<file path="src/rtl/call_stack_unit.sv">
// Return-address stack for the jump controller: JSB pushes PC+1, RTS pops it.
// Push together with pop replaces the top entry; misuse raises sticky error flags.
module call_stack_unit #(
    parameter int DEPTH  = 8,
    parameter int ADDR_W = 12
) (
    input  logic                     clk,
    input  logic                     rst,
    input  logic                     push_stack,
    input  logic                     pop_stack,
    input  logic [ADDR_W-1:0]        push_addr,
    input  logic                     clear_err,
    output logic [ADDR_W-1:0]        top_addr,
    output logic                     empty,
    output logic                     full,
    output logic [$clog2(DEPTH):0]   depth,
    output logic                     overflow_err,
    output logic                     underflow_err
);
    localparam int IDX_W = $clog2(DEPTH);
    localparam int SP_W  = IDX_W + 1;

    logic [DEPTH-1:0][ADDR_W-1:0] mem;
    logic [SP_W-1:0]              sp, sp_nxt;
    logic [IDX_W-1:0]             top_idx, wr_idx;
    logic                         wr_en, ovf_ev, unf_ev;

    assign empty   = (sp == '0);
    assign full    = (sp == SP_W'(DEPTH));
    assign depth   = sp;
    assign top_idx = IDX_W'(sp - SP_W'(1));
    // Storage is never reset, so the output is masked while the stack is empty.
    assign top_addr = empty ? '0 : mem[top_idx];

    always_comb begin
        sp_nxt = sp;
        wr_en  = 1'b0;
        wr_idx = IDX_W'(sp);
        ovf_ev = 1'b0;
        unf_ev = 1'b0;
        unique case ({push_stack, pop_stack})
            2'b10: begin
                if (full) begin
                    ovf_ev = 1'b1;
                end else begin
                    wr_en  = 1'b1;
                    sp_nxt = sp + SP_W'(1);
                end
            end
            2'b01: begin
                if (empty) unf_ev = 1'b1;
                else       sp_nxt = sp - SP_W'(1);
            end
            2'b11: begin
                wr_en = 1'b1;
                if (empty) begin
                    // Pop half underflows, push half still lands in entry 0.
                    unf_ev = 1'b1;
                    wr_idx = '0;
                    sp_nxt = SP_W'(1);
                end else begin
                    wr_idx = top_idx;
                end
            end
            default: ;
        endcase
    end

    always_ff @(posedge clk or posedge rst) begin
        if (rst) begin
            sp            <= '0;
            overflow_err  <= 1'b0;
            underflow_err <= 1'b0;
        end else begin
            sp            <= sp_nxt;
            overflow_err  <= ovf_ev | (overflow_err & ~clear_err);
            underflow_err <= unf_ev | (underflow_err & ~clear_err);
        end
    end

    always_ff @(posedge clk) begin
        if (wr_en) mem[wr_idx] <= push_addr;
    end
endmodule

</file>
<file path="config.mk">
export PLATFORM = sky130hd
export DESIGN_NAME = call_stack_unit
export DESIGN_NICKNAME = d
export VERILOG_FILES = /design/src/rtl/call_stack_unit.sv
export SDC_FILE = /design/constraint.sdc
export NUM_CORES = 1
export LEC_CHECK = 0
export CAP_MARGIN = 0
export CORE_ASPECT_RATIO = 0.8
export CORE_MARGIN = 2
export CORE_UTILIZATION = 40
export CTS_BUF_LIST = sky130_fd_sc_hd__clkbuf_2
export CTS_CLUSTER_SIZE = 12
export DETAILED_ROUTE_END_ITERATION = 16
export DONT_BUFFER_PORTS = 1
export GPL_TIMING_DRIVEN = 0
export HOLD_SLACK_MARGIN = 0.06
export PLACE_DENSITY = 0.57
export SLEW_MARGIN = 20
export SYNTH_ARGS = -nofsm -noshare
export SYNTH_HDL_FRONTEND = slang
export SYNTH_SLANG_ARGS = --single-unit
</file>
<file path="constraint.sdc">
create_clock -name clk -period 5.2 [get_ports clk]
set_input_delay 1.56 -clock clk [delete_from_list [all_inputs] [get_ports clk]]
set_output_delay 1.56 -clock clk [all_outputs]
set_load 0.03 [all_outputs]
</file>
==> results by group <==
Floorplan
  • Die Height: 97.3 um
  • Site row count: 34
  • Core ar.: about 11000 sq um
  • # IOs: 37
  • Chip Width: 121 um
  • Starting Density: around two fifths
  • Die area: ~12000 sq um

Finish
  • Post-Layout Cell Count: just over 400
  • Most frequent cells in the layout: edfxtp_1 (96), mux4_2 (16), a22o_1 (12)
  • Layout Area Growth over Synthesis: 8.19%
  • Final net count: 273
  • Most common cell after layout, fill and taps aside: edfxtp_1
  • Register area: slightly above 3000 sq um
  • Fill cells: between 900 and 1000
  • Multi-input gate area: 1220 sq um
  • Share of layout cells above drive strength 1: 23.6%
  • Final core utilization: between 40% and 50%
  • Ant diodes: 0
  • Finished layout cell area: 4710 sq um

Route
  • Met3 Wirelength: ~590 um
  • WL met2: 3980 um
  • DRT Pass-1 Iters: 4
  • WL per Instance: 21.6 um
  • Via count: approximately 2200
  • Uppermost routed layer: met4
  • DRC Markers: 0
  • Final Routed Wirelength: 8720 um
  • Vias/cell: 5.56
  • Post-route ant nets: 0
  • M1 WL: roughly 4100 um
  • Iteration-0 DRC Markers: ~200

Min path
  • Hold Crit Depth: 2
  • Hold wc startpoint: overflow_err
  • Worst hold path type: reg2reg
  • Hold endpoint: overflow_err

Worst setup path
  • CP Data Arrival Time: between 3000 and 4000 ps
  • CP Class: reg2out
  • Reg2reg end: mem[28]
  • Buf+Inv Stages, Crit Path: 5
  • CP Cell Sequence: buf_6, buf_2, inv_2, ha_1, buf_6, nor3b_4, nor2_4, buf_4, a22o_1
  • Critical Path Sink Type: output pin
  • Worst Path Max Fanout: 10
  • Cells on worst reg2reg path: 10
  • CP most frequent cell: buf_6
  • Required time of the critical path: around 3600 ps
  • Startpoint types: flip-flop
  • Largest stage delay, worst path: between 600 and 700 ps
  • Worst r2r src: depth[0]
  • CP max stage cell: nor3b_4
  • Cell family with most CP delay: buffers and inverters
  • R2R Setup Slk: between 1500 and 2000 ps

Timing
  • Setup Skew: 31.1 ps
  • Max transition margin: between 40% and 50%
  • Final setup viols: 0
  • Fmax: approximately 0.2 GHz
  • Final worst slack: approximately 260 ps
  • Unrepaired setup endpoints after global routing: no
  • Max-slew violations: 0
  • Final period util: between 90% and 100%
  • Worst Tran Pin Value: between 800 and 900 ps
  • WHS: around 700 ps
  • Fin. Hold Viols: 0
  • Minimum clock period: 4940 ps

GRT
  • Total Routing Usage GR: between 15 and 20%
  • Antenna violations before repair: 0
  • Total grt overflow: 0
  • Pin count of the biggest net entering global routing: 20
  • Number of global-route vias before repair: about 2200
  • First-pass GRT wire length: between 10000 and 15000 um

Placement
  • HPWL after DPL: roughly 6000 um
  • Port bufs: 0
  • Worst slack at placement: 610 ps
  • RePlAce Congestion: approximately 0.83
  • Cells after DPL: 388
  • Placed inst area: 4590 sq um

Power
  • Comb power frac: around half
  • Sw power: roughly 1.2 mW
  • Internal Power: ~1.7 mW
  • Sw Ratio: between 40% and 50%
  • Worst ir drop on vdd: 0.000186 V
  • Cell area power density: just over 600 nW/um^2
  • Clock network power share: 12.9%
  • Leak Pwr: 1.52 nW
  • Flop pwr share: just under 40%

CTS
  • TritonCTS clock tree: built
  • Clock Sinks: roughly 100
  • H-tree levels: 3
  • Post-CTS Setup Bufs: 0
  • Total CTS buffers: 9
  • Clock Tree Buf Depth: 2
  • Worst-skew pair later-pin latency: about 570 ps
  • Post-CTS Hold Buffers: 0
  • Post_cts resized: 1
  • Root Driver: clkbuf_2
  • Reg clk slew, reported paths: ~270 ps

Logic synthesis
  • Post-Synthesis Cell Area: 4350 sq um
  • Net count after synthesis: 260
  • Avg Inst Size Synth: roughly 18 sq um
  • Cell count after synthesis: around 240
  • Number of enable flip-flop cells after synthesis: 96
  • Async SR Flop Fraction: under 10%
  • Post-synth top flop: edfxtp_1
  • Yosys reg bits: about 100
  • Synth cell types: 52
  • Synth Warn #: 0
  • Sequential share of the synthesized area: between 60% and 70%

Outcome
  • Outcome: finished clean

Flow run
  • Max-cap violation count: 0
-- cell usage after synthesis, drive strengths merged, types with 2 or more instances --
cell type,number,area [sq um]
a21oi,5,25.0
o21ai,5,25.0
nor3,3,15.0
nor2,14,60.1
nor3b,3,33.8
dfrtp,6,150
mux4,24,571
o221ai,2,17.5
edfxtp,96,2880
a311oi,2,17.5
buf,13,98.9
inv,7,26.3
a22o,12,105
nand2b,3,18.8
clkbuf,3,11.3
nor4,3,25.0
nand2,11,43.8
nor2b,5,33.8
ha,2,25.0
xnor2,2,17.5
-- routing by layer --
metal,GRT usage [%],vias to the layer above
met5,0,-
met4,4.83,0
met3,4.99,10
met2,22.7,77
met1,22.3,1144
li1,-,1010
-- worst min-delay path, cell delays in order, from the launching register on --
cell	delay, ps
dfrtp_1	560
inv_1	100
o32ai_1	60
-- final cells by class --
class | instances | area share [%]
inverters | 7 | 0.558
flip-flops and latches | 102 | 64.4
clock buffers | 9 | 0.957
clock inverters | 7 | 1.54
multi-input cells | 116 | 25.9
repair buffers | 3 | 0.505
well taps | 144 | 3.83
plain buffers | 15 | 2.29
-- worst max path at each step --
stage                           from      endpoint  slack [ps]  cells past startpoint
after global routing        depth[0]   top_addr[9]          70                      9
after detailed placement    depth[0]   top_addr[4]         610                      8
after global placement    push_stack       mem[32]          -6                      4
after floorplan             depth[0]  top_addr[10]        1260                      8
after CTS                   depth[0]   top_addr[9]          10                      7
final                       depth[0]   top_addr[5]         260                      9
-- cells by family after synthesis --
family	after synthesis	share of synthesized area (%)
AO/OA/AOI/OAI	36	6.12
XOR/XNOR	3	0.604
adder cells (fa/ha/maj)	2	0.575
buffers and inverters	23	3.13
flip-flops	102	69.7
multiplexers	25	13.4
AND/OR/NAND/NOR	50	6.50
-- power by group through the flow --
stage	clock (mW)	combinational (mW)	sequential [mW]
floorplan	0	1.09	1.13
detailed placement	0	1.43	1.15
CTS	0.393	1.42	1.13
global placement	0	1.38	1.15
global route	0.422	1.49	1.14
finish	0.373	1.39	1.13
-- state kept, by name (all words and copies together) (netlist names) --
register       count
mem               96
depth              4
overflow_err       1
underflow_err      1
-- metrics by stage --
stage,power (mW),TNS [ps]
after CTS,2.95,0
final,2.90,0
after global placement,2.53,-55.7
after detailed placement,2.58,0
after floorplan,2.22,0
after global routing,3.05,0
(Power assumes the default switching activity.)
